===== src/rtl/dfi_closed_page_master.sv =====
// Closed-page DFI master for a 1:2 DDR PHY: every request runs ACT -> RD/WR -> PRE-all,
// with periodic auto-refresh inserted between requests.
module dfi_closed_page_master #(
   parameter int NUM_AD = 13,
   parameter int NUM_BA = 2,
   parameter int NUM_D  = 64,
   parameter int COL_W  = 10,
   parameter int TRCD   = 2,
   parameter int TWR    = 2,
   parameter int TRP    = 2,
   parameter int TRFC   = 10,
   parameter int TREFI  = 780
) (
   input  logic                            sys_clk,
   input  logic                            sys_rst_n,
   input  logic                            req_valid,
   output logic                            req_ready,
   input  logic                            req_we,
   input  logic [NUM_BA+NUM_AD+COL_W-1:0]  req_adr,
   input  logic [2*NUM_D-1:0]              req_wdata,
   input  logic [2*NUM_D/8-1:0]            req_wmask,
   output logic                            rsp_valid,
   output logic [2*NUM_D-1:0]              rsp_rdata,
   output logic                            busy,
   output logic [NUM_AD-1:0]               dfi_address_p0,
   output logic [NUM_AD-1:0]               dfi_address_p1,
   output logic [NUM_BA-1:0]               dfi_bank_p0,
   output logic [NUM_BA-1:0]               dfi_bank_p1,
   output logic                            dfi_cs_n_p0,
   output logic                            dfi_cs_n_p1,
   output logic                            dfi_cke_p0,
   output logic                            dfi_cke_p1,
   output logic                            dfi_ras_n_p0,
   output logic                            dfi_ras_n_p1,
   output logic                            dfi_cas_n_p0,
   output logic                            dfi_cas_n_p1,
   output logic                            dfi_we_n_p0,
   output logic                            dfi_we_n_p1,
   output logic                            dfi_wrdata_en_p0,
   output logic                            dfi_wrdata_en_p1,
   output logic [NUM_D/8-1:0]              dfi_wrdata_mask_p0,
   output logic [NUM_D/8-1:0]              dfi_wrdata_mask_p1,
   output logic [NUM_D-1:0]                dfi_wrdata_p0,
   output logic [NUM_D-1:0]                dfi_wrdata_p1,
   output logic                            dfi_rddata_en_p0,
   output logic                            dfi_rddata_en_p1,
   input  logic [NUM_D-1:0]                dfi_rddata_w0,
   input  logic [NUM_D-1:0]                dfi_rddata_w1,
   input  logic                            dfi_rddata_valid_w0
);

   localparam int MSK_W = NUM_D/8;
   localparam int T_AB  = (TRCD > TWR) ? TRCD : TWR;
   localparam int T_CD  = (TRP > TRFC) ? TRP : TRFC;
   localparam int TMAX  = (T_AB > T_CD) ? T_AB : T_CD;
   localparam int CNT_W = $clog2(TMAX) + 1;
   localparam int REF_W = $clog2(TREFI) + 1;
   localparam logic [NUM_AD-1:0] A10 = NUM_AD'(1) << 10;

   localparam logic [2:0] CMD_NOP = 3'b111;
   localparam logic [2:0] CMD_ACT = 3'b011;
   localparam logic [2:0] CMD_RD  = 3'b101;
   localparam logic [2:0] CMD_WR  = 3'b100;
   localparam logic [2:0] CMD_PRE = 3'b010;
   localparam logic [2:0] CMD_REF = 3'b001;

   typedef enum logic [3:0] {
      S_IDLE, S_TRCD_WAIT, S_CMD, S_RD_EN, S_RD_WAIT,
      S_WR_DATA, S_TWR_WAIT, S_PRE, S_TRP_WAIT, S_TRFC_WAIT
   } state_t;

   state_t               state;
   logic [CNT_W-1:0]     cnt;
   logic [REF_W-1:0]     ref_cnt;
   logic                 ref_pending;
   logic                 issue_ref;
   logic                 rsp_hold;

   logic                 lat_we;
   logic [NUM_BA-1:0]    lat_bank;
   logic [COL_W-1:0]     lat_col;
   logic [2*NUM_D-1:0]   lat_wdata;
   logic [2*MSK_W-1:0]   lat_wmask;
   logic [NUM_AD-1:0]    col_addr;
   logic [NUM_AD-1:0]    req_row;
   logic [NUM_BA-1:0]    req_bank;

   assign req_row   = req_adr[COL_W +: NUM_AD];
   assign req_bank  = req_adr[COL_W+NUM_AD +: NUM_BA];
   // Column goes on the low address lines; A10 must stay low so RD/WR never auto-precharge.
   assign col_addr  = NUM_AD'(lat_col) & ~A10;
   assign busy      = (state != S_IDLE);
   assign req_ready = req_valid && dfi_cke_p0 && (state == S_IDLE) && !ref_pending;
   assign issue_ref = (state == S_IDLE) && ref_pending;

   always_ff @(posedge sys_clk) begin
      if (req_ready) begin
         lat_we    <= req_we;
         lat_bank  <= req_bank;
         lat_col   <= req_adr[COL_W-1:0];
         lat_wdata <= req_wdata;
         lat_wmask <= req_wmask;
      end
   end

   // Expiry while a refresh is still pending just re-arms the flag; refreshes are not queued.
   always_ff @(posedge sys_clk or negedge sys_rst_n) begin
      if (!sys_rst_n) begin
         ref_cnt     <= REF_W'(TREFI - 1);
         ref_pending <= 1'b0;
      end else begin
         if (issue_ref)
            ref_pending <= 1'b0;
         if (ref_cnt == '0) begin
            ref_cnt     <= REF_W'(TREFI - 1);
            ref_pending <= 1'b1;
         end else begin
            ref_cnt <= ref_cnt - 1'b1;
         end
      end
   end

   always_ff @(posedge sys_clk or negedge sys_rst_n) begin
      if (!sys_rst_n) begin
         state              <= S_IDLE;
         cnt                <= '0;
         rsp_hold           <= 1'b0;
         rsp_valid          <= 1'b0;
         rsp_rdata          <= '0;
         dfi_cke_p0         <= 1'b0;
         dfi_cke_p1         <= 1'b0;
         dfi_cs_n_p0        <= 1'b1;
         dfi_cs_n_p1        <= 1'b1;
         {dfi_ras_n_p0, dfi_cas_n_p0, dfi_we_n_p0} <= CMD_NOP;
         {dfi_ras_n_p1, dfi_cas_n_p1, dfi_we_n_p1} <= CMD_NOP;
         dfi_address_p0     <= '0;
         dfi_address_p1     <= '0;
         dfi_bank_p0        <= '0;
         dfi_bank_p1        <= '0;
         dfi_wrdata_en_p0   <= 1'b0;
         dfi_wrdata_en_p1   <= 1'b0;
         dfi_wrdata_mask_p0 <= '0;
         dfi_wrdata_mask_p1 <= '0;
         dfi_wrdata_p0      <= '0;
         dfi_wrdata_p1      <= '0;
         dfi_rddata_en_p0   <= 1'b0;
         dfi_rddata_en_p1   <= 1'b0;
      end else begin
         // Both phases default to a selected NOP; only the commanding state overrides one phase.
         dfi_cke_p0         <= 1'b1;
         dfi_cke_p1         <= 1'b1;
         dfi_cs_n_p0        <= 1'b0;
         dfi_cs_n_p1        <= 1'b0;
         {dfi_ras_n_p0, dfi_cas_n_p0, dfi_we_n_p0} <= CMD_NOP;
         {dfi_ras_n_p1, dfi_cas_n_p1, dfi_we_n_p1} <= CMD_NOP;
         dfi_address_p0     <= '0;
         dfi_address_p1     <= '0;
         dfi_bank_p0        <= '0;
         dfi_bank_p1        <= '0;
         dfi_wrdata_en_p0   <= 1'b0;
         dfi_wrdata_en_p1   <= 1'b0;
         dfi_wrdata_mask_p0 <= '0;
         dfi_wrdata_mask_p1 <= '0;
         dfi_wrdata_p0      <= '0;
         dfi_wrdata_p1      <= '0;
         dfi_rddata_en_p0   <= 1'b0;
         dfi_rddata_en_p1   <= 1'b0;
         rsp_hold           <= 1'b0;
         rsp_valid          <= rsp_hold;

         // Wait states last T-1 cycles so the next command lands exactly T cycles after the last.
         case (state)
            S_IDLE: begin
               if (ref_pending) begin
                  {dfi_ras_n_p0, dfi_cas_n_p0, dfi_we_n_p0} <= CMD_REF;
                  if (TRFC > 1) begin
                     state <= S_TRFC_WAIT;
                     cnt   <= CNT_W'(TRFC - 2);
                  end
               end else if (req_ready) begin
                  {dfi_ras_n_p0, dfi_cas_n_p0, dfi_we_n_p0} <= CMD_ACT;
                  dfi_address_p0 <= req_row;
                  dfi_bank_p0    <= req_bank;
                  if (TRCD > 1) begin
                     state <= S_TRCD_WAIT;
                     cnt   <= CNT_W'(TRCD - 2);
                  end else begin
                     state <= S_CMD;
                  end
               end
            end
            S_TRCD_WAIT: begin
               if (cnt == '0) state <= S_CMD;
               else           cnt   <= cnt - 1'b1;
            end
            S_CMD: begin
               if (!lat_we) begin
                  {dfi_ras_n_p0, dfi_cas_n_p0, dfi_we_n_p0} <= CMD_RD;
                  dfi_address_p0 <= col_addr;
                  dfi_bank_p0    <= lat_bank;
                  state          <= S_RD_EN;
               end else begin
                  {dfi_ras_n_p1, dfi_cas_n_p1, dfi_we_n_p1} <= CMD_WR;
                  dfi_address_p1 <= col_addr;
                  dfi_bank_p1    <= lat_bank;
                  state          <= S_WR_DATA;
               end
            end
            S_RD_EN: begin
               dfi_rddata_en_p0 <= 1'b1;
               dfi_rddata_en_p1 <= 1'b1;
               state            <= S_RD_WAIT;
            end
            S_RD_WAIT: begin
               if (dfi_rddata_valid_w0) begin
                  rsp_rdata <= {dfi_rddata_w1, dfi_rddata_w0};
                  rsp_hold  <= 1'b1;
                  state     <= S_PRE;
               end
            end
            S_WR_DATA: begin
               dfi_wrdata_en_p0   <= 1'b1;
               dfi_wrdata_en_p1   <= 1'b1;
               dfi_wrdata_p0      <= lat_wdata[NUM_D-1:0];
               dfi_wrdata_p1      <= lat_wdata[2*NUM_D-1:NUM_D];
               dfi_wrdata_mask_p0 <= ~lat_wmask[MSK_W-1:0];
               dfi_wrdata_mask_p1 <= ~lat_wmask[2*MSK_W-1:MSK_W];
               if (TWR > 1) begin
                  state <= S_TWR_WAIT;
                  cnt   <= CNT_W'(TWR - 2);
               end else begin
                  state <= S_PRE;
               end
            end
            S_TWR_WAIT: begin
               if (cnt == '0) state <= S_PRE;
               else           cnt   <= cnt - 1'b1;
            end
            S_PRE: begin
               {dfi_ras_n_p0, dfi_cas_n_p0, dfi_we_n_p0} <= CMD_PRE;
               dfi_address_p0 <= A10;
               if (TRP > 1) begin
                  state <= S_TRP_WAIT;
                  cnt   <= CNT_W'(TRP - 2);
               end else begin
                  state <= S_IDLE;
               end
            end
            S_TRP_WAIT, S_TRFC_WAIT: begin
               if (cnt == '0) state <= S_IDLE;
               else           cnt   <= cnt - 1'b1;
            end
            default: state <= S_IDLE;
         endcase
      end
   end

endmodule

===== config.mk =====
export PLATFORM = sky130hd
export DESIGN_NAME = dfi_closed_page_master
export DESIGN_NICKNAME = d
export VERILOG_FILES = /design/src/rtl/dfi_closed_page_master.sv
export SDC_FILE = /design/constraint.sdc
export NUM_CORES = 1
export LEC_CHECK = 0
export ABC_AREA = 1
export BUFFER_PORTS_ARGS = -buffer_cell sky130_fd_sc_hd__buf_2
export CORE_AREA = 4 4 236 238
export DETAILED_ROUTE_END_ITERATION = 8
export DIE_AREA = 0 0 240 242
export PLACE_DENSITY = 0.61
export SLEW_MARGIN = 40
export SYNTH_ARGS = -nofsm -noshare
export SYNTH_HDL_FRONTEND = slang
export SYNTH_SLANG_ARGS = --single-unit

===== constraint.sdc =====
create_clock -name sys_clk -period 7.2 [get_ports sys_clk]
set_clock_uncertainty 0.15 [all_clocks]
set_input_delay 0.72 -clock sys_clk [delete_from_list [all_inputs] [get_ports sys_clk]]
set_output_delay 0.72 -clock sys_clk [all_outputs]
set_load 0.01 [all_outputs]

After elaboration in Yosys (flattened, before gate mapping)

Index checks and enable logic that the tools add are counted.

Register bits: 490
Input port bits: 302
Output and inout bits: 319
Word-level logic and storage cells: 108

Add/sub/neg operators: 2
Equal/unequal tests: 15
Multiplexer cells: 44
Bitwise logic cells: 2
Reductions and logical operators: 17

Operators with widths:

| kind                                                                  | number |
|---|---|
| 64-bit 2-to-1 mux                                                     | 2 |
| 13-bit case mux with 3 select lines                                   | 1 |
| 4-bit case mux with 9 select lines                                    | 1 |
| 10-bit 2-to-1 mux                                                     | 3 |
| 13-bit 2-to-1 mux                                                     | 2 |
| 4-bit 2-to-1 mux                                                      | 6 |
| 4-bit by 3-bit == test with 1-bit output (second input constant)      | 4 |
| 8-bit 2-to-1 mux                                                      | 2 |
| 8-bit NOT                                                             | 2 |
| 5-bit 2-to-1 mux                                                      | 3 |
| 5-bit case mux with 3 select lines                                    | 1 |
| 1-bit 2-to-1 mux                                                      | 13 |
| 11-bit zero test                                                      | 1 |
| 11-bit 2-to-1 mux                                                     | 1 |
| 11-bit by 1-bit subtractor with 11-bit output (second input constant) | 1 |
| 2-bit 2-to-1 mux                                                      | 5 |
| 2-bit != test (second input constant)                                 | 5 |
| 4-bit by 2-bit == test with 1-bit output (second input constant)      | 2 |
| 4-bit == test (second input constant)                                 | 2 |
| 5-bit zero test                                                       | 1 |
| 5-bit AND reduction                                                   | 1 |
| 5-bit by 1-bit subtractor with 5-bit output (second input constant)   | 1 |
| 4-bit by 1-bit == test with 1-bit output (second input constant)      | 1 |
| 1-bit logical AND                                                     | 4 |
| 13 further kinds                                                      | 15 |

Longest topological paths before layout

Gate-level depths: netlist of the first run.

Word-level depth: 6
Depth in mapped cells: 9
Mapped depth without buffers: 9

Least setup slack after synthesis of the first run

OpenSTA, ideal clock, no wires.

Path kind: input to output
Start: in req_valid
End: out req_ready
Data arrival time: 2.181 ns
Required time: 6.330 ns
Setup slack: 4.149 ns
Stages on the path: 5
Path buffers: 1
Cell sequence: nand2_1 -> nor2_1 -> nand2_1 -> inv_2 -> buf_4

Cells in the longest elaborated chain, start to end: 3

RTL lines:

| element                        | RTL line | source |
|---|---|---|
| start: declaration             | 16       | `input logic req_valid,` |
| 1-bit logical AND (3 in a row) | 93       | `assign req_ready = req_valid && dfi_cke_p0 && (state == S_IDLE) && !ref_pending;` |
| end: declaration               | 17       | `output logic req_ready,` |

Every way passes these cells.

Final worst setup path of the first run

Start: reg state[0]
End: out req_ready

Cells in the longest elaborated chain, start to end: 3

RTL lines:

| element                        | RTL line | source |
|---|---|---|
| start: declaration             | 72       | `state_t state;` |
| start signal: assignment       | 125      | `state <= S_IDLE;` |
| start signal: assignment       | 177      | `state <= S_TRFC_WAIT;` |
| start signal: assignment       | 185      | `state <= S_TRCD_WAIT;` |
| 4-bit zero test                | 93       |  |
| 1-bit logical AND (2 in a row) | 93       |  |

Every way passes these cells.

==> metrics.md, run 1 <==
| Metric | Value |
|---|---|
| Placed wire-length estimate | 35.3 mm |
| Type of the worst setup path | reg -> out |
| Switching Power | 2.75 mW |
| Post-place setup slack | 3.96 ns |
| Initial Utilization | 0.314 |
| Maximum buffer depth of the clock tree | 3 |
| IO buf count | 616 |
| Adder and majority gate portion of the synthesized area | 0.00223 |
| Simple-gate share of the synthesized area | 0.156 |
| Status | finished clean |
| P_leak | 12.2 nW |
| Areal power density over the cells | 381 mW/mm² |
| Critical Path Max Stage Delay | 0.51 ns |
| Die X | 240 µm |
| WP data required | 6.33 ns |
| Std-Cell Core Area | 0.0536 mm² |
| Count of endpoints failing hold in the final timing report | 0 |
| Part of the power in combinational logic | 0.250 |
| Kind of end point of the critical path | primary output |
| Total negative slack for setup checks | 0 ns |
| Worst-path maximum fanout | 73 |
| Count of filler cells inserted in the layout | 5,133 |
| Clock power frac | 0.302 |
| Total number of vias | 12,000 |
| Worst EP arrival | 2.60 ns |
| Highest-delay cell along the critical path | sky130_fd_sc_hd__inv_6 |
| Number of global-route vias before repair | 12,300 |
| Reg-to-reg critical path startpoint | state[0] |
| Max-slew violations | 0 |
| Critical Path Start Type | flop |
| Switching portion of total power | 0.323 |
| Initial antenna violation count | 17 |
| Unique masters post-synth | 31 |
| Die Y | 242 µm |
| Level count of the clock H-tree | 2 |
| Min-Delay Path Depth | 1 |
| Count of cells resized by post-cts repair | 0 |
| End of the worst hold path | lat_wdata[62] |
| Final estimated routing congestion in global placement | 0.856 |
| Number of flip-flops and latches in the synthesized netlist | 487 |
| Proportion of register bits with asynchronous set or reset after synthesis | 0.678 |
| Clk sink count | 487 |
| Largest cells by area after synthesis | sky130_fd_sc_hd__dfrtp_1 (48%), sky130_fd_sc_hd__edfxtp_1 (28%), sky130_fd_sc_hd__nand2_1 (10%) |
| Total wire length | 47.9 mm |
| Total instance count after detailed placement | 2,694 |
| Detailed-route wire length per cell | 17.1 µm |
| Area grow syn2layout | 32.8% |
| Worst R2R Setup Slack | 4.21 ns |
| Internal Dissipation | 5.76 mW |
| Number of non-filler instances in the completed layout | 2,801 |
| Clock buffer count from CTS | 51 |
| Post-Synthesis Cell Area | 0.0168 mm² |
| Final standard cell area without fillers | 0.0223 mm² |
| Series of cell instances along the critical path | nor2_2 > nand2_2 > nor2_1 > nand2_1 > inv_6 > buf_2 |
| Average size of a mapped cell | 11.8 µm² |
| Highest clock rate | 288 MHz |
| Clock tree from TritonCTS | built |
| Met3 demand-to-capacity share in global routing | 0.0676 |
| Mean number of vias per cell | 4.27 |
| All-Layer GR Usage | 0.160 |
| Total number of nets in the final design | 2,359 |
| Overflow left after global routing | 0 |
| CTS root buf | sky130_fd_sc_hd__clkbuf_16 |
| Portion of synthesized cell area occupied by the leading cell type | 0.476 |
| Share of the synthesized area in compound gates (AO/OA/AOI/OAI) | 0.00767 |
| Parity-gate share of the synthesized area counting xor and xnor cells | 0.00104 |
| Main combinational cell family by area after synthesis | simple AND/OR/NAND/NOR gates |
| GR Util met2 | 0.268 |
| Number of iterations in the first detailed-routing pass | 4 |
| Pin count of the biggest net entering global routing | 135 |
| Period utilisation layout | 0.482 |
| Hold Startpoint | req_wdata[62] |
| Time the final worst path needs with I/O delays and setup | 3.47 ns |
| Min-Delay Path Class | in -> reg |
| RSZ-0062 raised after global routing | no |
| Sequential element share of the synthesized area | 0.772 |
| Post-layout worst setup margin | 3.73 ns |
| Rel. slew slack | 0.514 |
| R2r endpoint | lat_wdata[36] |
| Largest vdd supply drop | 240 µV |
| DR iter-0 viols | 636 |
| Multiplexer share of the synthesized area | 0 |
| Number of placement rows | 85 |
| Power share of the sequential group | 0.448 |
| Number of synthesis warnings | 0 |
| Met1 Usage GRT | 0.185 |
| I/O pins | 621 |
| Wire length of the first global-routing pass | 72.7 mm |
| Insertion delay to the later sink of the worst-skew pair | 0.57 ns |
| Post-route DRC | 0 |
| Post-synthesis cell count | 1,425 |
| Remaining number of nets flagged by the antenna check after routing | 0 |
| R2R cell count | 6 |
| Cell accounting for the most synthesized area | sky130_fd_sc_hd__dfrtp_1 |
| Number of enable flip-flop cells after synthesis | 157 |
| Max Cap Violations | 0 |
| Least-Margin Pin Slew | 0.729 ns |
| Most used flip-flop cell after synthesis | sky130_fd_sc_hd__dfrtp_1 |
| Standard cell area after detailed placement | 0.0206 mm² |
| Share of cells above drive strength 1 | 0.350 |
| Count of final setup violators | 0 |
| Die Footprint | 0.0581 mm² |
| Layer carrying the most global-route usage | met2 |
| Clock-pin slew reported for the worst setup and hold paths after clock tree synthesis | 0.06 ns |
==> power groups by stage <==
stage / clock (mW) / combinational (mW) / sequential (mW)
after CTS: 2.64 / 2.18 / 3.82
after detailed placement: 0 / 2.17 / 3.86
final: 2.57 / 2.13 / 3.81
after global placement: 0 / 2.12 / 3.85
after global routing: 2.76 / 2.38 / 3.88
after floorplan: 0 / 0.891 / 4.08
==> synthesized netlist by cell type (6+ instances only) <==
cell type                  instances
sky130_fd_sc_hd__a21oi_1           6
sky130_fd_sc_hd__buf_2            28
sky130_fd_sc_hd__buf_4            11
sky130_fd_sc_hd__buf_6             8
sky130_fd_sc_hd__clkbuf_1          8
sky130_fd_sc_hd__dfrtp_1         320
sky130_fd_sc_hd__dfstp_2          10
sky130_fd_sc_hd__edfxtp_1        157
sky130_fd_sc_hd__inv_1           171
sky130_fd_sc_hd__nand2_1         450
sky130_fd_sc_hd__nand3_1          20
sky130_fd_sc_hd__nor2_1          184
sky130_fd_sc_hd__o21ai_0          17
==> metal layers <==
layer  vias to the layer above  share of wire
met4                        10          0.031
met5                         -         0.0014
met2                       513           0.48
met3                        90           0.11
li1                       5622              -
met1                      5723           0.37
==> kinds of logic after synthesis <==
group,after synthesis
simple gates,675
xor+xnor,2
compound gates,25
buf+inv,231
fa+ha+maj,3
flops,487
other cells,2
==> critical path, delay by kind of cell, from the launching register on <==
family,cells,cell delay (ns)
buf+inv,2,0.76
simple gates,4,0.72
flops,1,0.47
==> repair_timing <==
item,CTS,global route
hold buffers,1,0
setup buffers,0,0
hold endpoints to repair,33,0
==> layout by cell type, fill, tap and decap left out, types with 3 or more instances in the layout <==
cell                          n
sky130_fd_sc_hd__edfxtp_1   157
sky130_fd_sc_hd__clkbuf_8     9
sky130_fd_sc_hd__dfrtp_1    320
sky130_fd_sc_hd__clkinv_2     8
sky130_fd_sc_hd__o21ai_0     17
sky130_fd_sc_hd__inv_6        4
sky130_fd_sc_hd__clkbuf_1    13
sky130_fd_sc_hd__a21oi_1      6
sky130_fd_sc_hd__clkbuf_16   51
sky130_fd_sc_hd__inv_1      171
sky130_fd_sc_hd__conb_1       6
sky130_fd_sc_hd__buf_4        5
sky130_fd_sc_hd__buf_2      615
sky130_fd_sc_hd__nor2_2       3
sky130_fd_sc_hd__bufinv_16    3
sky130_fd_sc_hd__nand3_1     19
sky130_fd_sc_hd__nand2_1    450
sky130_fd_sc_hd__diode_2     11
sky130_fd_sc_hd__nor2_1     184
sky130_fd_sc_hd__dfstp_2     10
sky130_fd_sc_hd__ha_1         3
sky130_fd_sc_hd__nand3_2      3
sky130_fd_sc_hd__nor3_1       3
sky130_fd_sc_hd__nand4_1      3
==> layout make-up <==
type | count | area [µm²] | share of cell area
Sequential cell | 487 | 13000 | 0.582
Tap cell | 696 | 871 | 0.0390
Clock buffer | 73 | 1450 | 0.0649
Inverter | 175 | 667 | 0.0299
Antenna cell | 11 | 27.5 | 0.00123
Clock inverter | 20 | 213 | 0.00953
Timing Repair Buffer | 628 | 3260 | 0.146
Multi-Input combinational cell | 711 | 2850 | 0.128
==> worst max path at each step <==
stage	startpoint	to	slack, ns	cells past startpoint
CTS	state[0]	req_ready	3.67	6
global placement	dfi_rddata_valid_w0	rsp_rdata[112]	4.06	6
floorplan	req_valid	req_ready	4.15	5
finish	state[0]	req_ready	3.73	6
detailed placement	dfi_rddata_valid_w0	rsp_rdata[104]	3.96	6
global route	state[0]	req_ready	3.51	6
==> state kept, by name (all words and copies together), names as in the netlist, 11 cells and up <==
register        flops
lat_wdata         128
dfi_wrdata_p1      64
dfi_address_p0     13
rsp_rdata         128
dfi_wrdata_p0      64
ref_cnt            11
lat_wmask          16
==> through the flow <==
step	total power [mW]	utilization	hold WS [ns]
6_report	8.51	0.416	0.171
5_1_grt	9.01	0.416	0.125
4_1_cts	8.64	0.415	0.123
3_5_place_dp	6.02	0.384	0.195
3_3_place_gp	5.97	0.383	0.189
2_1_floorplan	4.97	-	0.181
Note: power is estimated with default switching activity, not from simulation.
==> run 2, diff against run 1 <==
--- a/config.mk
+++ b/config.mk
@@ -5,12 +5,12 @@
 export SDC_FILE = /design/constraint.sdc
 export NUM_CORES = 1
 export LEC_CHECK = 0
-export ABC_AREA = 1
+export ABC_AREA = 0
 export BUFFER_PORTS_ARGS = -buffer_cell sky130_fd_sc_hd__buf_2
-export CORE_AREA = 4 4 236 238
+export CORE_AREA = 4 4 241 243
 export DETAILED_ROUTE_END_ITERATION = 8
-export DIE_AREA = 0 0 240 242
-export PLACE_DENSITY = 0.61
+export DIE_AREA = 0 0 245 247
+export PLACE_DENSITY = 0.59
 export SLEW_MARGIN = 40
 export SYNTH_ARGS = -nofsm -noshare
 export SYNTH_HDL_FRONTEND = slang
==> constraint.sdc (replaced) <==
create_clock -name sys_clk -period 3.5 [get_ports sys_clk]
set_clock_uncertainty 0.15 [all_clocks]
set_input_delay 0.35 -clock sys_clk [delete_from_list [all_inputs] [get_ports sys_clk]]
set_output_delay 0.35 -clock sys_clk [all_outputs]
set_load 0.01 [all_outputs]
==> run 2 against run 1 <==
  * First-iteration DRC count shrank 8.6%
  * Flip-flop and latch count unchanged
  * Die area rose by 4.2%
  * Worst hold slack gained 0.011 ns
  * Wire length grew 4.5%
  * Non-clock buffer count up 306
  * Synthesized area down 1.8%
  * Clock-buffer cell count unchanged
  * Core utilization increased by 3.4 points
  * Critical path depth is the same
  * Setup slack worse by 3.2 ns
  * Global-route usage about the same
  * Critical endpoint unchanged
  * Largest cell class unchanged
==> metrics.md, run 2 <==
| Metric | Value |
|---|---|
| Status | finished clean |
| Period utilisation layout | 0.856 |
| Max Cap Violations | 0 (unchanged) |
| Wire length of the first global-routing pass | 76.1 mm (+4.7%) |
| Overflow left after global routing | 0 (unchanged) |
| Reg-to-reg critical path startpoint | state[1] |
| Critical Path Max Stage Delay | 0.53 ns (+0.02 ns) |
| Most used flip-flop cell after synthesis | sky130_fd_sc_hd__dfrtp_1 |
| WP data required | 3.00 ns (-3.33 ns) |
| Worst hold margin | 0.181 ns (+0.0105 ns) |
| Critical Path Start Type | flop |
| Number of global-route vias before repair | 13,400 (+8.9%) |
| Series of cell instances along the critical path | or2_1 > nor3_2 > inv_2 > nor3_4 > buf_12 > buf_2 |
| Worst-path maximum fanout | 39 (-47%) |
| R2R cell count | 6 (unchanged) |
| Std-Cell Core Area | 0.0560 mm² (+4.4%) |
| Placed wire-length estimate | 33.7 mm (-4.6%) |
| All-Layer GR Usage | 0.160 (-0.000495) |
| I/O pins | 621 (unchanged) |
| Rel. slew slack | 0.506 (-0.00782) |
| RSZ-0062 raised after global routing | no |
| IO buf count | 616 (unchanged) |
| CTS root buf | sky130_fd_sc_hd__clkbuf_16 |
| Number of placement rows | 87 (+2.4%) |
| Initial Utilization | 0.295 (-0.0186) |
| Pin count of the biggest net entering global routing | 96 (-29%) |
| DR iter-0 viols | 581 (-8.6%) |
| Number of synthesis warnings | 0 (unchanged) |
| Post-route DRC | 0 (unchanged) |
| Level count of the clock H-tree | 2 (unchanged) |
| Area grow syn2layout | 52.8% |
| Post-layout worst setup margin | 0.505 ns (-3.22 ns) |
| Type of the worst setup path | reg -> out |
| Clock-pin slew reported for the worst setup and hold paths after clock tree synthesis | 0.06 ns (about the same) |
| Worst EP arrival | 2.49 ns (-0.11 ns) |
| Max-slew violations | 0 (unchanged) |
| Sequential element share of the synthesized area | 0.787 (+0.0143) |
| Largest vdd supply drop | 476 µV (+99%) |
| Total number of vias | 12,400 (+4.0%) |
| Largest cells by area after synthesis | sky130_fd_sc_hd__dfrtp_1 (49%), sky130_fd_sc_hd__edfxtp_1 (29%), sky130_fd_sc_hd__nand2_1 (9.1%) |
| Kind of end point of the critical path | primary output |
| Proportion of register bits with asynchronous set or reset after synthesis | 0.678 (unchanged) |
| Post-Synthesis Cell Area | 0.0165 mm² (-1.8%) |
| P_leak | 12.7 nW (+4.1%) |
| Min-Delay Path Class | in -> async |
| Post-place setup slack | 0.978 ns (-2.98 ns) |
| Initial antenna violation count | 9 (-8) |
| CP bufs+invs | 3 (+1) |
| Mean number of vias per cell | 4.21 (-1.5%) |
| Time the final worst path needs with I/O delays and setup | 2.99 ns |
| Die X | 245 µm (+2.1%) |
| Average size of a mapped cell | 13.5 µm² (+14%) |
| Remaining number of nets flagged by the antenna check after routing | 0 (unchanged) |
| Count of endpoints failing hold in the final timing report | 0 (unchanged) |
| Clk sink count | 487 (unchanged) |
| Number of enable flip-flop cells after synthesis | 157 (unchanged) |
| Insertion delay to the later sink of the worst-skew pair | 0.57 ns (about the same) |
| Number of flip-flops and latches in the synthesized netlist | 487 (unchanged) |
| Clock tree from TritonCTS | built |
| Cell accounting for the most synthesized area | sky130_fd_sc_hd__dfrtp_1 |
| Post-synthesis cell count | 1,227 (-14%) |
| Count of cells resized by post-cts repair | 0 (unchanged) |
| Unique masters post-synth | 49 (+58%) |
| Number of iterations in the first detailed-routing pass | 5 (+1) |
| R2r endpoint | lat_wdata[3] |
| Portion of synthesized cell area occupied by the leading cell type | 0.485 (+0.00881) |
| Total wire length | 50.1 mm (+4.5%) |
| Final estimated routing congestion in global placement | 0.876 (+2.3%) |
| Least-Margin Pin Slew | 0.741 ns (+0.0117 ns) |
| Areal power density over the cells | 691 mW/mm² (+81%) |
| Clock buffer count from CTS | 52 (+2.0%) |
| Total number of nets in the final design | 2,462 (+4.4%) |
| Top Family by Delay on Critical Path | simple AND/OR/NAND/NOR gates |
| Commonest cells after routing, fill and taps aside | sky130_fd_sc_hd__buf_2 (615), sky130_fd_sc_hd__nand2_1 (399), sky130_fd_sc_hd__dfrtp_1 (320) |
| Count of final setup violators | 0 (unchanged) |
| Highest-delay cell along the critical path | sky130_fd_sc_hd__dfrtp_1 |
| Worst R2R Setup Slack | 0.95 ns (-3.26 ns) |
| Most common cell after layout, fill and taps aside | sky130_fd_sc_hd__buf_2 |
| Cell types with the highest counts after synthesis | sky130_fd_sc_hd__nand2_1 (399), sky130_fd_sc_hd__dfrtp_1 (320), sky130_fd_sc_hd__edfxtp_1 (157), sky130_fd_sc_hd__and2_1 (143), sky130_fd_sc_hd__clkbuf_1 (35) |
| Highest clock rate | 334 MHz |
| Final Core Density | 0.451 (+0.0343) |
| Die Y | 247 µm (+2.1%) |
| Total negative slack for setup checks | 0 ns (unchanged) |
| Share of cells above drive strength 1 | 0.333 (-0.0162) |
| Maximum buffer depth of the clock tree | 3 (unchanged) |
| Regs by FF count | lat_wdata (128), rsp_rdata (128) |
| Detailed-route wire length per cell | 16.9 µm (-1.0%) |
| Die Footprint | 0.0605 mm² (+4.2%) |
| Most numerous cell in the Yosys netlist | sky130_fd_sc_hd__nand2_1 |
==> run 2: final cells by class <==
class	count	area, µm²
Sequential cell	487	13000
Timing Repair Buffer	934	6320
Fill cell	4972	30700
Multi-Input combinational cell	670	3220
Inverter	12	47.5
Tap cell	756	946
Clock inverter	23	224
Clock buffer	73	1460
Antenna cell	3	7.51
==> run 2: cell families after synthesis <==
logic type / after synthesis / share of synthesized area
adders and majority gates: 3 / 0.00227
xor gates and xnor gates: 6 / 0.00318
muxes: 6 / 0.00402
buffers and inverters: 74 / 0.0201
other: 2 / 0.000455
AOI/OAI and AO/OA: 45 / 0.0192
and+or+nand+nor: 604 / 0.164
DFF: 487 / 0.787
==> run 2: worst max path at each step <==
stage	start	end	slack, ns	cells past startpoint
after global routing	state[1]	req_ready	0.30	6
after global placement	state[2]	rsp_rdata[91]	0.98	6
after CTS	state[1]	req_ready	0.48	6
final	state[1]	req_ready	0.51	6
after floorplan	state[1]	lat_bank[0]	0.46	5
after detailed placement	state[1]	lat_wdata[34]	0.98	6
==> run 2: routing by layer <==
| layer | vias up | part of all wire | GRT usage | wire length, µm |
|---|---|---|---|---|
| li1 | 5801 | - | - | - |
| met1 | 5991 | 0.38 | 0.188 | 19300 |
| met2 | 539 | 0.49 | 0.270 | 24400 |
| met3 | 100 | 0.095 | 0.0602 | 4760 |
| met4 | 8 | 0.032 | 0.0552 | 1610 |
| met5 | - | 0.0011 | 0 | 55 |
==> run 2: worst register-to-register path: stages (launching register included) <==
cell and delay (ns):
sky130_fd_sc_hd__dfrtp_1 0.53, sky130_fd_sc_hd__or2_1 0.32, sky130_fd_sc_hd__nor3_2 0.23, sky130_fd_sc_hd__inv_2 0.11
sky130_fd_sc_hd__nor3_4 0.24, sky130_fd_sc_hd__buf_12 0.27, sky130_fd_sc_hd__buf_12 0.35
==> run 2: report_power, final <==
group / total (mW) / internal, mW / switching (mW)
Clock: 5.38 / 3.15 / 2.24
Sequential: 7.80 / 7.17 / 0.632
Combinational: 4.25 / 1.73 / 2.52
Total: 17.4 / 12.0 / 5.39
==> run 2: metrics by stage <==
stage / power (mW) / instance area [µm²] / cells
floorplan: 9.86 / 16500 / 1231
global placement: 11.8 / 20500 / 2559
detailed placement: 11.9 / 20500 / 2559
CTS: 17.6 / 25200 / 2955
global route: 18.4 / 25200 / 2956
finish: 17.4 / 25200 / 2958
==> run 2: repair_timing <==
item | 4_1_cts | 5_1_grt
setup buffers | 0 | 0
hold endpoints to repair | 368 | 0
hold buffers | 300 | 0
